===== src/rtl/fetch_pkg.sv =====
// rtl/fetch_pkg.sv - shared state encoding, widths and PC alignment helpers for the fetch stage
package fetch_pkg;

  localparam int          INST_W        = 32;
  localparam logic [31:0] PC_ALIGN_MASK = 32'hFFFF_FFFC;

  typedef enum logic [1:0] {
    REQ   = 2'd0,
    WAIT  = 2'd1,
    HOLD  = 2'd2,
    DRAIN = 2'd3
  } fetch_state_t;

  function automatic logic [31:0] align_pc(input logic [31:0] pc);
    return pc & PC_ALIGN_MASK;
  endfunction

  function automatic logic pc_misaligned(input logic [31:0] pc);
    return |(pc & ~PC_ALIGN_MASK);
  endfunction

endpackage


===== src/rtl/fetch_perf_ctr.sv =====
// rtl/fetch_perf_ctr.sv - fetched/stall event counter pair, wrapping at 2^32
module fetch_perf_ctr (
  input  logic        i_clk,
  input  logic        i_rst_n,
  input  logic        i_fetched,
  input  logic        i_stall,
  output logic [31:0] o_fetched,
  output logic [31:0] o_stall
);

  logic [31:0] r_fetched;
  logic [31:0] r_stall;

  always_ff @(posedge i_clk) begin
    if (!i_rst_n) begin
      r_fetched <= 32'd0;
      r_stall   <= 32'd0;
    end else begin
      if (i_fetched) r_fetched <= r_fetched + 32'd1;
      if (i_stall)   r_stall   <= r_stall + 32'd1;
    end
  end

  assign o_fetched = r_fetched;
  assign o_stall   = r_stall;

endmodule


===== src/rtl/fetch_pc_unit.sv =====
// rtl/fetch_pc_unit.sv - fetch stage owning the PC; FETCH_PERF_EN adds perf_fetched/perf_stall counters
module fetch_pc_unit
  import fetch_pkg::*;
#(
  parameter logic [31:0] RESET_PC = 32'h0000_0000
) (
  input  logic              clk,
  input  logic              rst_n,
  output logic [31:0]       pc_cur,
  input  logic [31:0]       next_pc,
  output logic              imem_req,
  output logic [31:0]       imem_addr,
  input  logic              imem_gnt,
  input  logic              imem_rvalid,
  input  logic [INST_W-1:0] imem_rdata,
  output logic              inst_valid,
  input  logic              inst_ready,
  output logic [INST_W-1:0] inst,
  output logic [31:0]       inst_pc,
  input  logic              flush,
  input  logic [31:0]       flush_pc,
  output logic              fetch_err
`ifdef FETCH_PERF_EN
  ,
  output logic [31:0]       perf_fetched,
  output logic [31:0]       perf_stall
`endif
);

  fetch_state_t      r_state;
  logic [31:0]       r_pc;
  logic              r_inst_valid;
  logic [INST_W-1:0] r_inst;
  logic [31:0]       r_inst_pc;
  logic              r_fetch_err;
  logic              w_accept;

  // a flush in the same cycle overrides the decode handshake
  assign w_accept = (r_state == HOLD) && inst_ready && !flush;

  always_ff @(posedge clk) begin
    if (!rst_n) begin
      r_state      <= REQ;
      r_pc         <= RESET_PC;
      r_inst_valid <= 1'b0;
      r_inst       <= '0;
      r_inst_pc    <= 32'd0;
      r_fetch_err  <= 1'b0;
    end else if (flush) begin
      r_pc         <= align_pc(flush_pc);
      r_inst_valid <= 1'b0;
      if (pc_misaligned(flush_pc)) r_fetch_err <= 1'b1;
      // an outstanding read must be drained so its data is never taken for the new PC
      case (r_state)
        REQ:     r_state <= imem_gnt ? DRAIN : REQ;
        WAIT:    r_state <= imem_rvalid ? REQ : DRAIN;
        HOLD:    r_state <= REQ;
        default: r_state <= imem_rvalid ? REQ : DRAIN;
      endcase
    end else begin
      case (r_state)
        REQ: begin
          if (imem_gnt) r_state <= WAIT;
        end
        WAIT: begin
          if (imem_rvalid) begin
            r_inst       <= imem_rdata;
            r_inst_pc    <= r_pc;
            r_inst_valid <= 1'b1;
            r_state      <= HOLD;
          end
        end
        HOLD: begin
          if (w_accept) begin
            r_pc         <= align_pc(next_pc);
            r_inst_valid <= 1'b0;
            r_state      <= REQ;
            if (pc_misaligned(next_pc)) r_fetch_err <= 1'b1;
          end
        end
        default: begin
          if (imem_rvalid) r_state <= REQ;
        end
      endcase
    end
  end

  assign imem_req   = rst_n && (r_state == REQ);
  assign imem_addr  = r_pc;
  assign pc_cur     = r_pc;
  assign inst_valid = r_inst_valid;
  assign inst       = r_inst;
  assign inst_pc    = r_inst_pc;
  assign fetch_err  = r_fetch_err;

`ifdef FETCH_PERF_EN
  logic w_stall;

  assign w_stall = (r_state != HOLD);

  fetch_perf_ctr u_perf (
    .i_clk     (clk),
    .i_rst_n   (rst_n),
    .i_fetched (w_accept),
    .i_stall   (w_stall),
    .o_fetched (perf_fetched),
    .o_stall   (perf_stall)
  );
`endif

endmodule


===== config.mk =====
export PLATFORM = sky130hd
export DESIGN_NAME = fetch_pc_unit
export DESIGN_NICKNAME = d
export VERILOG_FILES = /design/src/rtl/fetch_pkg.sv /design/src/rtl/fetch_perf_ctr.sv /design/src/rtl/fetch_pc_unit.sv
export SDC_FILE = /design/constraint.sdc
export NUM_CORES = 1
export LEC_CHECK = 0
export CORE_AREA = 4 4 89 91
export CTS_CLUSTER_SIZE = 24
export DETAILED_ROUTE_END_ITERATION = 7
export DIE_AREA = 0 0 93 95
export DONT_BUFFER_PORTS = 1
export GPL_TIMING_DRIVEN = 0
export PLACE_DENSITY = 0.73
export SETUP_SLACK_MARGIN = 0.5
export SLEW_MARGIN = 25
export SYNTH_ARGS = -nofsm -noshare
export SYNTH_HDL_FRONTEND = slang
export SYNTH_SLANG_ARGS = --single-unit

===== constraint.sdc =====
create_clock -name clk -period 2.35 [get_ports clk]
set_clock_uncertainty 0.2 [all_clocks]
set_input_delay 0.47 -clock clk [delete_from_list [all_inputs] [get_ports clk]]
set_output_delay 0.47 -clock clk [all_outputs]
set_load 0.01 [all_outputs]

Word-level counts from Yosys, hierarchy flattened
Index checks and enable logic that the tools add are counted.
{"block": "op_classes", "eq_ne": 8, "muxes": 20, "bitwise": 2, "n_reduce_logical": 18}
{"op": "$mux 32", "n": 3}
{"op": "$mux 2", "n": 7}
{"op": "$ne 3x3->1 const B", "n": 3}
{"op": "$reduce_and 4->1", "n": 2}
{"op": "$reduce_bool 2->1", "n": 4}
{"op": "$mux 1", "n": 7}
{"op": "$pmux 2 s3", "n": 1}
{"op": "$reduce_and 3->1", "n": 2}
{"op": "$reduce_or 2->1", "n": 3}
{"op": "$ne 2x2->1 const B", "n": 2}
{"op": "$pmux 2 s2", "n": 1}
{"op": "$reduce_bool 4->1", "n": 1}
{"op": "$logic_and 1x1->1", "n": 3}
{"op": "$eq 2x1->1 const B", "n": 1}
{"op": "$eq 2x2->1 const B", "n": 1}
{"op": "$logic_not 2->1", "n": 1}
{"op": "$ne 2x1->1 const B", "n": 1}
{"op": "$not 1->1", "n": 2}
{"op": "$pmux 1 s2", "n": 1}
{"op": "$reduce_and 2->1", "n": 1}
{"op": "$logic_not 1->1", "n": 1}
{"block": "totals", "ff_bits": 96, "inputBits": 102, "output_inout_bits": 131, "wordCells": 54}

Longest topological paths before layout
{"block": "logic_depth", "word_depth": 6, "ltp_mapped": 6, "depth_no_buf": 3}

Worst setup path after synthesis
No wires, ideal clock.
{"block": "synth_path", "path_type": "input-to-reg", "from": "input port flush", "to": "register r_pc[11] (netlist: imem_addr[11])", "setup_ns": 0.146, "t_arrival_ns": 1.366, "required_time_ns": 2.004, "slack_ns": 0.638, "cell_stages": 5, "n_path_buf": 3, "cell_sequence": "buf_2 > buf_2 > buf_2 > mux2i_1 > a211oi_2"}
{"block": "synth_via", "elab_chain_cells": 4, "word_cells_on_any_way": 6, "classes_between": "1 x mux; 5 x reduce/logical"}
{"item": "from (decl)", "line": "fetch_pc_unit.sv:20", "rtl": "input logic flush,"}
{"item": "$logic_not 1->1", "line": "fetch_pc_unit.sv:39", "rtl": "assign w_accept = (r_state == HOLD) && inst_ready && !flush;"}
{"item": "$logic_and 1x1->1", "line": "fetch_pc_unit.sv:39"}
{"item": "$reduce_bool 2->1 (no line)"}
{"item": "$reduce_and 2->1 (no line)"}
{"item": "to (signal assigned)", "line": "fetch_pc_unit.sv:50", "rtl": "r_pc <= align_pc(flush_pc);"}
{"item": "to (signal assigned)", "line": "fetch_pc_unit.sv:75", "rtl": "r_pc <= align_pc(next_pc);"}
{"item": "to (decl)", "line": "fetch_pc_unit.sv:31", "rtl": "logic [31:0] r_pc;"}
Several ways; a longest one is shown, not always the timed one.
A chain may end at the register's enable or synchronous reset.

Worst setup path after layout
{"block": "layout_path", "from": "register r_state[0]", "to": "register r_pc[30] (netlist: imem_addr[30])"}
{"block": "layout_via", "elab_chain_cells": 5, "word_cells_on_any_way": 6, "classes_between": "1 x eq/ne; 5 x reduce/logical"}
{"item": "from (decl)", "line": "fetch_pc_unit.sv:30", "rtl": "fetch_state_t r_state;"}
{"item": "from (signal assigned)", "line": "fetch_pc_unit.sv:55", "rtl": "REQ: r_state <= imem_gnt ? DRAIN : REQ;"}
{"item": "from (signal assigned)", "line": "fetch_pc_unit.sv:56", "rtl": "WAIT: r_state <= imem_rvalid ? REQ : DRAIN;"}
{"item": "from (signal assigned)", "line": "fetch_pc_unit.sv:58", "rtl": "default: r_state <= imem_rvalid ? REQ : DRAIN;"}
{"item": "$eq 2x2->1 *", "line": "fetch_pc_unit.sv:39, fetch_pc_unit.sv:61"}
{"item": "$logic_and 1x1->1 (2 in a row)", "line": "fetch_pc_unit.sv:39"}
{"item": "$reduce_bool 2->1 (no line)"}
{"item": "$reduce_and 2->1 (no line) *"}
Every way passes the cells marked *; elsewhere a longest branch is shown, timed or not.

==> results.md <==
* Status: finished clean
* # fillers at between 600 and 700
* Sequential-to-total area share from yosys stat at 46.66%
* Initial core utilization at 57.71%
* Chip width at approximately 93 um
* Mapped Area at just over 4000 um^2
* Slowest-stage cell, CP: dfxtp_2
* Synth Register Bits at 96
* Worst reg2reg path startpoint: r_state[0]
* Synth cell types at 26
* Type of origin of the critical path: flop
* Iteration-0 DRC Markers at 81
* Antenna diodes at 0
* ANT nets after route at 0
* Non-filler cells in the finished layout at a little under 600
* Multi-input logic area at 1747 um^2
* Antenna violations before repair at 0
* Time the worst path needs with I/O delays and setup at about 1.7 ns
* Fmax at ~580 MHz
* CP required at 2.41 ns
* Maximum VDD drop at ~0.00034 V
* Setup TNS at 0 ns
* I/O pin count at 233
* Wirelength per Cell at 19.12 um
* R2R depth at 6
* Nature of the critical path endpoint: flop
* CTS tree: built
* Core Area at just over 7000 um^2
* Syn Area/Cell at between 8 and 9 um^2
* Area contributors post-synth: dfxtp_1, nand2_1, a211oi_2
* Die H at 95 um
* Number of buffers created by CTS at 9
* Share of the synthesized area in the top cell type at between 40 and 50%
* Maximum root-to-sink buffer count at 2
* Final setup fails at 0
* Worst path arrival time at about 1.8 ns
* Setup crit end: imem_addr[30]
* Placed cell count at about 580
* CTS Sinks at 96
* H-tree levels at 3
* Final GP Congestion at 0.7142
* Synth area leader: dfxtp_1
* Post-DP HPWL at slightly below 9 mm
* Total grt overflow at 0
* Clk root buf: clkbuf_8
* Crit-path cells: and3b_1 > clkbuf_1 > or2_1 > buf_2 > buf_6 > a211oi_2
* WP buf/inv at 3
* DRC violations left at 0
* Share of cells above drive strength 1 at 21.95%
* GRT Util Overall at between 20% and 30%
* Drt first pass iters at 4
* Vias in the first global route at between 3000 and 4000
* Port Buffers at 0
* Cell area power density at 766.2 nW/um^2
* Clock Latency Late Sink at approximately 0.35 ns
* Final Hold Viols at 0
* Layout area overhead at 9.569%
* Largest net degree at the start of global routing at 16
* Crit path largest cell delay at 0.40 ns
* Hold_ws at about 0.035 ns
* FP Rows at 31
* Crit path from: r_state[0]
* Global-route wire length before repair at between 15 and 20 mm
* Synth warnings at 0
* Via count at ~3300
* Max-Cap Viols at 0
* Final Max Slew Viols at 0
* Routed wire length at ~11 mm
* Die area at between 8000 and 9000 um^2
* Pleak at 1.685 nW
* Crit. path cell count at 6
* Hold depth at 2
* Clock-pin slew on the worst setup and hold paths at about 0.090 ns
* Via density at about 5.6
* Slew HR at ~50%
* Crit path kind: reg -> reg
* R2R setup slack at ~0.62 ns
* Tcrit/Tclk final at between 70% and 80%
* Hold Crit Class: in -> reg
* Worst slew pin tran at 0.7431 ns
* RSZ-0062 raised after global routing: no
* Final Net Count at about 600
* Reg2reg end: imem_addr[30]
* Synthesized instance count at 472
* CP delay by family, top: buffers and inverters
* Reg area at a little under 2000 um^2
* CP max FO at 10
worst register-to-register path, stage by stage (launching register included):
cell and delay (ns):
dfxtp_2 0.40, and3b_1 0.19, clkbuf_1 0.14, or2_1 0.21, buf_2 0.15, buf_6 0.16, a211oi_2 0.21
cells by family after synthesis:
family / count (synthesis) / share of synthesized area (%)
and+or+nand+nor: 166 / 16.86
DFF: 96 / 46.66
buffers and inverters: 80 / 11.51
muxes: 30 / 7.290
AOI/OAI and AO/OA: 99 / 17.59
other: 1 / 0.09104
report_power, final:
group          total [mW]  internal [mW]  switching, mW
Sequential           1.80           1.69          0.111
Clock                1.26          0.704          0.556
Combinational       0.395          0.172          0.222
flip-flops by register name, indices dropped and copies added (netlist names):
register and flops:
inst_pc 30, inst_valid 1, inst 32, fetch_err 1, imem_addr 30, r_state 2
synth_stat cells:
cell type / instances
o21ai_0: 2
nand4bb_1: 1
inv_2: 1
buf_4: 36
a31oi_1: 2
nor2_1: 2
clkbuf_1: 24
and3b_1: 1
a41oi_1: 1
o211ai_1: 1
mux2i_1: 30
nand3_1: 1
nand2_1: 125
dfxtp_1: 96
nor3_2: 1
a21oi_1: 63
inv_1: 3
nor2b_1: 1
a211oi_2: 29
buf_2: 13
a211oi_1: 1
nor4bb_1: 1
conb_1: 1
nor3_1: 32
or2_1: 1
buf_6: 3
routing by layer:
metal	track usage (%)	up-vias	routed length, um
met3	7.888	14	1062
li1	-	1589	-
met2	43.91	149	5833
met1	26.18	1538	4258
met5	0	-	0
met4	10.13	0	146
layout by cell type (no fill, tap or decap):
master,instances
mux2i_1,30
a211oi_1,1
and3b_1,1
o21ai_0,2
clkinvlp_4,1
clkinv_4,1
conb_1,6
nand4bb_1,1
clkbuf_2,9
nor3_2,2
nor4bb_1,1
buf_4,36
nor2b_1,1
nor2_1,2
a21oi_1,63
buf_2,13
nor3_1,31
a211oi_2,29
bufinv_16,3
inv_2,1
o211ai_1,1
a41oi_1,1
nand2_1,125
buf_6,3
or2_1,1
dfxtp_2,1
dfxtp_1,95
a31oi_1,2
inv_1,3
clkbuf_8,9
nand3_1,1
clkbuf_1,16
repair_timing:
item / in CTS / in global routing
endpoints found under the setup margin: 4 / 60
resized for setup: 3 / 15
buffers inserted: 0 / 0
hold buffers: 0 / 0
per-stage QoR:
| stage | worst slack, ns | area, um^2 | util (%) | power (mW) |
|---|---|---|---|---|
| 2_1_floorplan | 0.6376 | 4138 | - | 2.144 |
| 6_report | 0.6153 | 4513 | 63.24 | 3.458 |
| 3_5_place_dp | 0.2713 | 4262 | 59.71 | 2.236 |
| 4_1_cts | 0.5062 | 4503 | 63.10 | 3.484 |
| 3_3_place_gp | 0.2555 | 4262 | 59.71 | 2.222 |
| 5_1_grt | 0.5059 | 4513 | 63.24 | 3.584 |
worst min-delay path by stage:
stage | start | endpoint | slack [ns]
6_report | imem_rdata[10] | inst[10] | 0.04
5_1_grt | imem_rdata[26] | inst[26] | 0.02
4_1_cts | imem_rdata[8] | inst[8] | 0.02
3_5_place_dp | inst[26] | inst[26] | 0.30
3_3_place_gp | inst[29] | inst[29] | 0.29
2_1_floorplan | inst[0] | inst[0] | 0.28
area by class of cell:
type	count	area share, %
clock inverter	5	2.357
sequential	96	42.61
inverter	4	0.3327
multi-input combinational	301	38.70
buffer	76	10.42
tap	99	2.745
clock buffer	10	2.828
(Power assumes the default switching activity.)
